**config.mk**
```make
export PLATFORM = sky130hd
export DESIGN_NAME = mod_inverse
export DESIGN_NICKNAME = d
export VERILOG_FILES = /design/src/rtl/mod_inverse.sv
export SDC_FILE = /design/constraint.sdc
export NUM_CORES = 1
export LEC_CHECK = 0
export CAP_MARGIN = 30
export CORE_MARGIN = 2
export CORE_UTILIZATION = 62
export CTS_CLUSTER_DIAMETER = 40
export DETAILED_ROUTE_END_ITERATION = 12
export GPL_TIMING_DRIVEN = 1
export HOLD_SLACK_MARGIN = 0.02
export PLACE_DENSITY_LB_ADDON = 0.08
export RECOVER_POWER = 50
export SYNTH_ARGS = -nofsm -noshare
export SYNTH_HDL_FRONTEND = slang
export SYNTH_SLANG_ARGS = --single-unit
```
**constraint.sdc**
```tcl
create_clock -name clk -period 25.6 [get_ports clk]
set_input_delay 5.12 -clock clk [delete_from_list [all_inputs] [get_ports clk]]
set_output_delay 5.12 -clock clk [all_outputs]
set_load 0.01 [all_outputs]
```
**src/rtl/mod_inverse.sv**
```systemverilog
// Constant-time modular inverse: out_inv = a^(Q-2) mod Q via left-to-right square/multiply,
// sharing one multiply-and-reduce stage between the SQ and MUL cycles.
//
// state | meaning
// IDLE  | in_ready high, waiting for an operand
// SQ    | r <= r*r mod Q
// MUL   | r <= E[k] ? r*base mod Q : r, step to next exponent bit
// DONE  | result presented, held until out_ready
module mod_inverse #(
  parameter int Q          = 12289,
  parameter int DATA_WIDTH = 14,
  parameter int EXP_WIDTH  = 14
) (
  input  logic                  clk,
  input  logic                  rst,
  input  logic                  in_valid,
  output logic                  in_ready,
  input  logic [DATA_WIDTH-1:0] in_a,
  output logic                  out_valid,
  input  logic                  out_ready,
  output logic [DATA_WIDTH-1:0] out_inv,
  output logic                  out_err
);

  localparam int KW = (EXP_WIDTH > 1) ? $clog2(EXP_WIDTH) : 1;
  localparam logic [DATA_WIDTH-1:0]   QD   = DATA_WIDTH'(Q);
  localparam logic [2*DATA_WIDTH-1:0] QW   = (2*DATA_WIDTH)'(Q);
  localparam logic [EXP_WIDTH-1:0]    E    = EXP_WIDTH'(Q - 2);
  localparam logic [KW-1:0]           KTOP = KW'(EXP_WIDTH - 1);

  typedef enum logic [1:0] {IDLE, SQ, MUL, DONE} state_t;

  state_t                  state;
  logic [DATA_WIDTH-1:0]   r;
  logic [DATA_WIDTH-1:0]   base;
  logic [KW-1:0]           k;
  logic                    zero;

  logic [DATA_WIDTH-1:0]   base_in;
  logic [DATA_WIDTH-1:0]   mul_b;
  logic [2*DATA_WIDTH-1:0] prod;
  logic [DATA_WIDTH-1:0]   red;
  logic [DATA_WIDTH-1:0]   r_mul;

  // 2^DATA_WIDTH < 2Q, so one conditional subtraction fully reduces the operand
  always_comb begin
    base_in = (in_a >= QD) ? (in_a - QD) : in_a;
    mul_b   = (state == SQ) ? r : base;
    prod    = {{DATA_WIDTH{1'b0}}, r} * {{DATA_WIDTH{1'b0}}, mul_b};
    red     = DATA_WIDTH'(prod % QW);
    r_mul   = E[k] ? red : r;
  end

  always_ff @(posedge clk) begin
    if (rst) begin
      state     <= IDLE;
      in_ready  <= 1'b0;
      out_valid <= 1'b0;
      out_inv   <= '0;
      out_err   <= 1'b0;
      r         <= '0;
      base      <= '0;
      k         <= '0;
      zero      <= 1'b0;
    end else begin
      case (state)
        IDLE: begin
          if (in_valid && in_ready) begin
            base     <= base_in;
            r        <= DATA_WIDTH'(1);
            k        <= KTOP;
            zero     <= (base_in == '0);
            in_ready <= 1'b0;
            state    <= SQ;
          end else begin
            in_ready <= 1'b1;
          end
        end
        SQ: begin
          r     <= red;
          state <= MUL;
        end
        MUL: begin
          // multiply is always evaluated; the exponent bit only steers the mux
          r <= r_mul;
          if (k == '0) begin
            out_inv   <= r_mul;
            out_err   <= zero;
            out_valid <= 1'b1;
            state     <= DONE;
          end else begin
            k     <= k - KW'(1);
            state <= SQ;
          end
        end
        DONE: begin
          if (out_ready) begin
            out_valid <= 1'b0;
            state     <= IDLE;
          end
        end
        default: state <= IDLE;
      endcase
    end
  end

endmodule

```
==> summary.md, run 1 <==
| Metric | Value |
|---|---|
| Initial core utilization | `63.2%` |
| Slew Viols, Final | `50` |
| Hold depth | `2` |
| First-pass GRT wire length | `85.4 mm` |
| Number of synthesis warnings | `0` |
| Worst Path Arrival | `24.27 ns` |
| CP peak stage delay | `0.71 ns` |
| Syn Inst Count | `2325` |
| IO buf count | `34` |
| Endpoints failing setup | `0` |
| Dpl hpwl | `41.1 mm` |
| Mapped Nets | `2588` |
| Area grow syn2layout | `4.89%` |
| Die Width | `173 um` |
| Syn_area_per_cell | `7.60 um^2` |
| Async SR Flop Fraction | `0%` |
| Die area | `29900 um^2` |
| Root Buffer | `clkbuf_16` |
| Maximum fanout along the worst path | `14` |
| Via Count | `17800` |
| Worst hold path type | `reg2reg` |
| Drt wl/cell | `19.2 um` |
| Combinational share of power | `58.5%` |
| Critical path's slowest cell | `a2111oi_0` |
| Min Hold Slack | `0.453 ns` |
| NetSw | `203 uW` |
| Clk sinks | `53` |
| Mapped cell area | `17700 um^2` |
| Post-synthesis sequential area ratio | `6.01%` |
| Worst min-delay path endpoint | `out_inv[12]` |
| Worst r2r dst | `out_inv[13]` |
| # diodes | `0` |
| Initial detailed-routing violation count | `1811` |
| Setup_tns | `0 ns` |
| R2R Path Start | `state[1]` |
| Max Fclk | `41.3 MHz` |
| Internal power | `214 uW` |
| Hold Path Origin | `out_inv[12]` |
| Final wirelength | `51.3 mm` |
| Tcrit/Tclk final | `94.5%` |
| Largest net degree at the start of global routing | `50` |
| Status | `complete, but fails checks` |
| Antenna-violating nets left | `0` |
| Util after Layout | `66.3%` |
| Most frequent cell after synthesis | `nand2_1` |
| Final Critical Period | `24.18 ns` |
| Post-synth EDFFs | `0` |
| Top-area cell type share of the netlist area | `16.0%` |
| Largest area contributor in the netlist | `fa_1` |
| Failing checks | `max-capacitance violations, max-slew violations` |
| Clock latency on the worst-skew pair | `0.29 ns` |
| CTS Buf Count | `5` |
| Top FF cell, synth | `dfxtp_1` |
| Global Route Usage Sum | `33.7%` |
| Die Y | `173 um` |
| Final hold violations | `0` |
| Switching share of total power | `48.7%` |
| Clock Tree Buf Depth | `2` |
| Largest cells by area after synthesis | `fa_1, ha_1, dfxtp_1` |
| Max VDD drop | `36.5 uV` |
| Clock network power share | `16.6%` |
| Min setup slack post-route | `1.42 ns` |
| Initial antenna violation count | `0` |
| Vias in the first global route | `16800` |
| CP Launch Type | `register` |
| Number of max-cap violations | `1` |
| Total Power | `418 uW` |
| Row count | `61` |
| Core ar. | `27900 um^2` |
| Rel. slew slack | `-50.7%` |
| Reg clk slew, reported paths | `0.08 ns` |
| Netlist cell types | `133` |
| Share of layout cells above drive strength 1 | `8.55%` |
| Skew final | `0.00776 ns` |
| Setup slack, reg-to-reg | `1.42 ns` |
| Final #Nets | `2554` |
| Top Ports | `35` |
| Leak | `8.19 nW` |
| Crit path kind | `reg2reg` |
| GRT overflow | `0` |
| Pin slew with the least headroom to its limit | `2.26 ns` |
| Crit end category | `register` |
| Register bit total from synthesis | `53` |
| Req. time, crit path | `25.68 ns` |
| DR vias/cell | `6.65` |
| Pre-antenna DRT Iters | `6` |
| Sequential cell fraction of total power | `24.9%` |
| Max H-tree Level | `2` |
| # DRC | `0` |
| Top cells by count, synth | `nand2_1, nor2_1, inv_1` |
| DP Worst Slack | `0.289 ns` |
| TritonCTS clock tree | `yes` |
| Worst r2r path cells | `74` |
| Final Wtd Congestion | `0.981` |
| RSZ-0062 raised after global routing | `no` |
| Power Density | `22.5 nW/um^2` |
==> final cells by class <==
cell class	instances	area, um^2
well taps	378	473
inverters	190	713
repair buffers	50	457
fillers	2497	9410
clock inverters	3	25.0
clock buffers	5	125
multi-input cells	1991	15700
flip-flops and latches	53	1060
==> cells in the final DEF (no fill, tap or decap), types with 22 or more instances in the layout <==
| master | netlist | final |
|---|---|---|
| nor3_1 | 71 | 70 |
| nor2b_1 | 55 | 54 |
| nor2_1 | 199 | 198 |
| dfxtp_1 | 53 | 53 |
| o21ai_1 | 43 | 44 |
| a21oi_1 | 137 | 136 |
| nand3_1 | 72 | 71 |
| o21a_1 | 28 | 28 |
| mux2_2 | 24 | 24 |
| ha_1 | 104 | 103 |
| o21ai_0 | 78 | 77 |
| nand2_1 | 219 | 219 |
| nand2b_1 | 25 | 25 |
| fa_1 | 141 | 141 |
| xor2_1 | 37 | 36 |
| and3_1 | 31 | 31 |
| nand4_1 | 37 | 37 |
| a211oi_1 | 39 | 37 |
| inv_1 | 189 | 189 |
| and2_1 | 80 | 80 |
| a31oi_1 | 49 | 49 |
| a21o_1 | 29 | 29 |
| xnor2_1 | 88 | 86 |
| nor4_1 | 22 | 22 |
==> kinds of logic (layout without fill, tap and decap cells) <==
family | Yosys count | in the layout | share of synthesized area [%]
AND/OR/NAND/NOR | 924 | 924 | 27.6
AO/OA/AOI/OAI | 638 | 639 | 26.7
buffers and inverters | 282 | 248 | 6.36
adder cells (fa/ha/maj) | 246 | 246 | 23.4
XOR/XNOR | 130 | 130 | 6.66
flip-flops | 53 | 53 | 6.01
multiplexers | 52 | 52 | 3.27
==> metal layers <==
metal	global-route usage [%]	wire length [um]	up-vias
li1	-	-	8312
met1	47.0	22800	8595
met2	55.9	23800	728
met3	3.17	3220	118
met4	9.71	1470	0
met5	0	0	-
==> how the worst max path moves through the flow <==
stage | startpoint | endpoint | slack [ns] | cells past startpoint
4_1_cts | state[1] | out_inv[13] | 0.21 | 74
2_1_floorplan | state[1] | out_inv[11] | 4.48 | 83
6_report | state[1] | out_inv[13] | 1.42 | 74
3_3_place_gp | state[1] | out_inv[13] | 0.76 | 74
3_5_place_dp | state[1] | out_inv[13] | 0.29 | 74
5_1_grt | state[1] | out_inv[13] | 0.05 | 74
==> per-stage QoR <==
| stage | area [um^2] | instances |
|---|---|---|
| finish | 18500 | 2670 |
| global route | 18500 | 2670 |
| CTS | 18300 | 2666 |
| detailed placement | 18200 | 2658 |
| global placement | 18200 | 2657 |
| floorplan | 17700 | 2325 |
==> power by group through the flow <==
| stage | clock network (mW) | logic, mW | registers (mW) |
|---|---|---|---|
| floorplan | 0 | 0.176 | 0.102 |
| global placement | 0 | 0.227 | 0.104 |
| detailed placement | 0 | 0.232 | 0.105 |
| CTS | 0.0689 | 0.234 | 0.103 |
| global route | 0.0732 | 0.267 | 0.105 |
| finish | 0.0693 | 0.244 | 0.104 |
==> registers in the layout (all words and copies together) (netlist names), named ones only <==
| register | count |
|---|---|
| base | 14 |
| in_ready | 1 |
| k | 4 |
| out_err | 1 |
| out_inv | 14 |
| out_valid | 1 |
| r | 14 |
| state | 2 |
| zero | 1 |
==> critical path: cells and delay by family (launching register included) <==
| family | cells | cell delay [ns] |
|---|---|---|
| fa+ha+maj | 9 | 4.04 |
| flops | 1 | 0.33 |
| xor+xnor | 3 | 1.00 |
| compound gates | 26 | 8.41 |
| simple gates | 27 | 8.31 |
| buf+inv | 6 | 0.52 |
| mux | 3 | 1.30 |
==> timing repair <==
action                                  4_1_cts  5_1_grt
endpoints found under the setup margin        0       28
buffers inserted                              0        3
hold buffers                                  0        0
resized for setup                             0       32
No activity file was read; power rests on OpenSTA's default activity.
==> run 2: changes to the inputs <==
Settings changed: ABC_AREA from default to 1.
==> summary.md, run 2 <==
| Metric | Value |
|---|---|
| # DRC | `0 (unchanged)` |
| Post-synth EDFFs | `0 (unchanged)` |
| Rel. slew slack | `33.1% (+84 points)` |
| Fill count | `3337 (+34%)` |
| Max H-tree Level | `2 (unchanged)` |
| Crit path kind | `reg2reg` |
| Top Ports | `35 (unchanged)` |
| Clk sinks | `53 (unchanged)` |
| Tcrit/Tclk final | `90.3% (-4.2 points)` |
| Crit end category | `register` |
| Final wirelength | `60.1 mm (+17%)` |
| Number of max-cap violations | `0 (-1)` |
| Reg clk slew, reported paths | `0.07 ns (about the same)` |
| Largest area contributor in the netlist | `nand2_1` |
| Final std cells w/o fill | `3981 (+49%)` |
| TritonCTS clock tree | `yes` |
| Die Y | `190 um (+10%)` |
| Mapped cell area | `21500 um^2 (+22%)` |
| Syn_area_per_cell | `6.07 um^2 (-20%)` |
| Register bit total from synthesis | `53 (unchanged)` |
| GRT overflow | `0 (unchanged)` |
| Drt wl/cell | `15.1 um (-21%)` |
| Initial core utilization | `62.6% (-0.68 points)` |
| CP most frequent cell | `nand2_1` |
| Vias in the first global route | `20400 (+22%)` |
| # diodes | `0 (unchanged)` |
| Mapped Nets | `3807 (+47%)` |
| Initial detailed-routing violation count | `1939 (+7.1%)` |
| DR vias/cell | `5.54 (-17%)` |
| Placed Cells incl. Taps | `3972 (+49%)` |
| Commonest non-fill, non-tap cell in the layout | `nand2_1` |
| CP Launch Type | `register` |
| Endpoints failing setup | `0 (unchanged)` |
| IO buf count | `34 (unchanged)` |
| Min setup slack post-route | `2.49 ns (+1.08 ns)` |
| Cts repair resizes | `0 (unchanged)` |
| Max Fclk | `43.3 MHz (+4.7%)` |
| Most frequent cell after synthesis | `nand2_1` |
| Antenna-violating nets left | `0 (unchanged)` |
| Final #Nets | `3789 (+48%)` |
| Async SR Flop Fraction | `0% (unchanged)` |
| Top cells by count, synth | `nand2_1, inv_1, nor2_1` |
| Post-synthesis sequential area ratio | `4.93% (-1.1 points)` |
| Largest net degree at the start of global routing | `31 (-38%)` |
| Worst hold path type | `reg2reg` |
| Delay-heaviest family, CP | `simple AND/OR/NAND/NOR gates` |
| Top flop regs | `base: 14 flops, out_inv: 14 flops, r: 14 flops` |
| Skew final | `0.00874 ns (+0.000979 ns)` |
| Row count | `68 (+11%)` |
| Post-CTS Setup Inserts | `0 (unchanged)` |
| Final Critical Period | `23.11 ns (-1.08 ns)` |
| Final hold violations | `0 (unchanged)` |
| Clock Tree Buf Depth | `2 (unchanged)` |
| Top FF cell, synth | `dfxtp_1` |
| Slew Viols, Final | `0 (-100%)` |
| Final Wtd Congestion | `0.966 (-1.5%)` |
| Clock latency on the worst-skew pair | `0.29 ns (about the same)` |
| Most frequent cells in the layout | `nand2_1, inv_1, nor2_1, nand3_1, nand2_2` |
| Share of layout cells above drive strength 1 | `15.1% (+6.5 points)` |
| Status | `complete, no violations` |
| Hold buffer count at cts | `0 (unchanged)` |
| Req. time, crit path | `25.83 ns (+0.15 ns)` |
| Setup_tns | `0 ns (unchanged)` |
| Critical path's slowest cell | `o21ai_1` |
| Syn Inst Count | `3544 (+52%)` |
| Die area | `36200 um^2 (+21%)` |
| Pin slew with the least headroom to its limit | `1.00 ns (-1.26 ns)` |
| DP Worst Slack | `2.91 ns (+2.62 ns)` |
| Via Count | `22000 (+24%)` |
| Root Buffer | `clkbuf_16` |
| Netlist cell types | `70 (-47%)` |
| Worst Path Arrival | `23.33 ns (-0.94 ns)` |
| Pre-antenna DRT Iters | `7 (+1)` |
| Maximum fanout along the worst path | `28 (+14)` |
| Area grow syn2layout | `2.61%` |
| Top-area cell type share of the netlist area | `17.5% (+1.5 points)` |
| First-pass GRT wire length | `99.5 mm (+16%)` |
| Core ar. | `34400 um^2 (+23%)` |
| Dpl hpwl | `50.0 mm (+22%)` |
| Initial antenna violation count | `0 (unchanged)` |
| CTS Buf Count | `5 (unchanged)` |
| Global Route Usage Sum | `32.9% (-0.80 points)` |
| CP peak stage delay | `0.77 ns (+0.06 ns)` |
| RSZ-0062 raised after global routing | `no` |
| Number of synthesis warnings | `0 (unchanged)` |
| WP buf/inv | `10 (+4)` |
| Die Width | `190 um (+10%)` |
| Util after Layout | `64.2% (-2.1 points)` |
| Largest cells by area after synthesis | `nand2_1, fa_1, inv_1` |
-- run 2: cell types whose count changed after synthesis, sizes merged, moves of 55 or more --
cell   delta
a21oi    -72
and2     -76
inv     +395
nand2  +1033
nand3   +320
nor2    +285
nor2b    -55
nor3     -58
xnor2    -73
-- run 2: worst min-delay path: stages, from the launching register on --
cell and delay [ns]:
dfxtp_1 0.32, nand2_1 0.06, a21oi_1 0.05
-- run 2: worst paths after layout --
check / end / from / cells after the start / slack [ns]
setup / recovery: r[0] / state[1] / 131 / 2.49
hold / removal: zero / zero / 2 / 0.48
setup reg to reg: r[0] / state[1] / 131 / 2.49
hold reg to reg: zero / zero / 2 / 0.48
-- run 2: layer usage --
layer,GRT usage (%),wire [um],up-vias
met4,7.75,1430,0
li1,-,-,11000
met5,0,0,-
met3,3.86,4000,115
met2,54.7,27900,774
met1,45.7,26800,10200
-- run 2: metrics by stage --
step / hold WS [ns] / area [um^2]
5_1_grt: 0.511 / 22100
2_1_floorplan: 0.440 / 21500
3_5_place_dp: 0.465 / 21800
6_report: 0.482 / 22100
3_3_place_gp: 0.464 / 21800
4_1_cts: 0.476 / 22000
-- run 2: layout make-up --
type                            count  area [um^2]  area share (%)
Multi-Input combinational cell   2803        17400            79.1
Inverter                          620         2380            10.8
Sequential cell                    53         1060            4.81
Tap cell                          455          569            2.58
Timing Repair Buffer               43          448            2.03
Clock buffer                        5          125           0.567
Clock inverter                      2         35.0           0.159
-- run 2: kinds of logic after synthesis --
kind of cell               Yosys count  synth area share (%)
adders and majority gates          245                  19.2
xor gates and xnor gates            90                  3.89
DFF                                 53                  4.93
AOI/OAI and AO/OA                  197                  5.36
buffers and inverters              688                  13.9
and+or+nand+nor                   2271                  52.7
Power of run 2 is left out: the tool's default activity adds up to more than one toggle a clock period on the data nets, which glitch-free logic cannot reach.
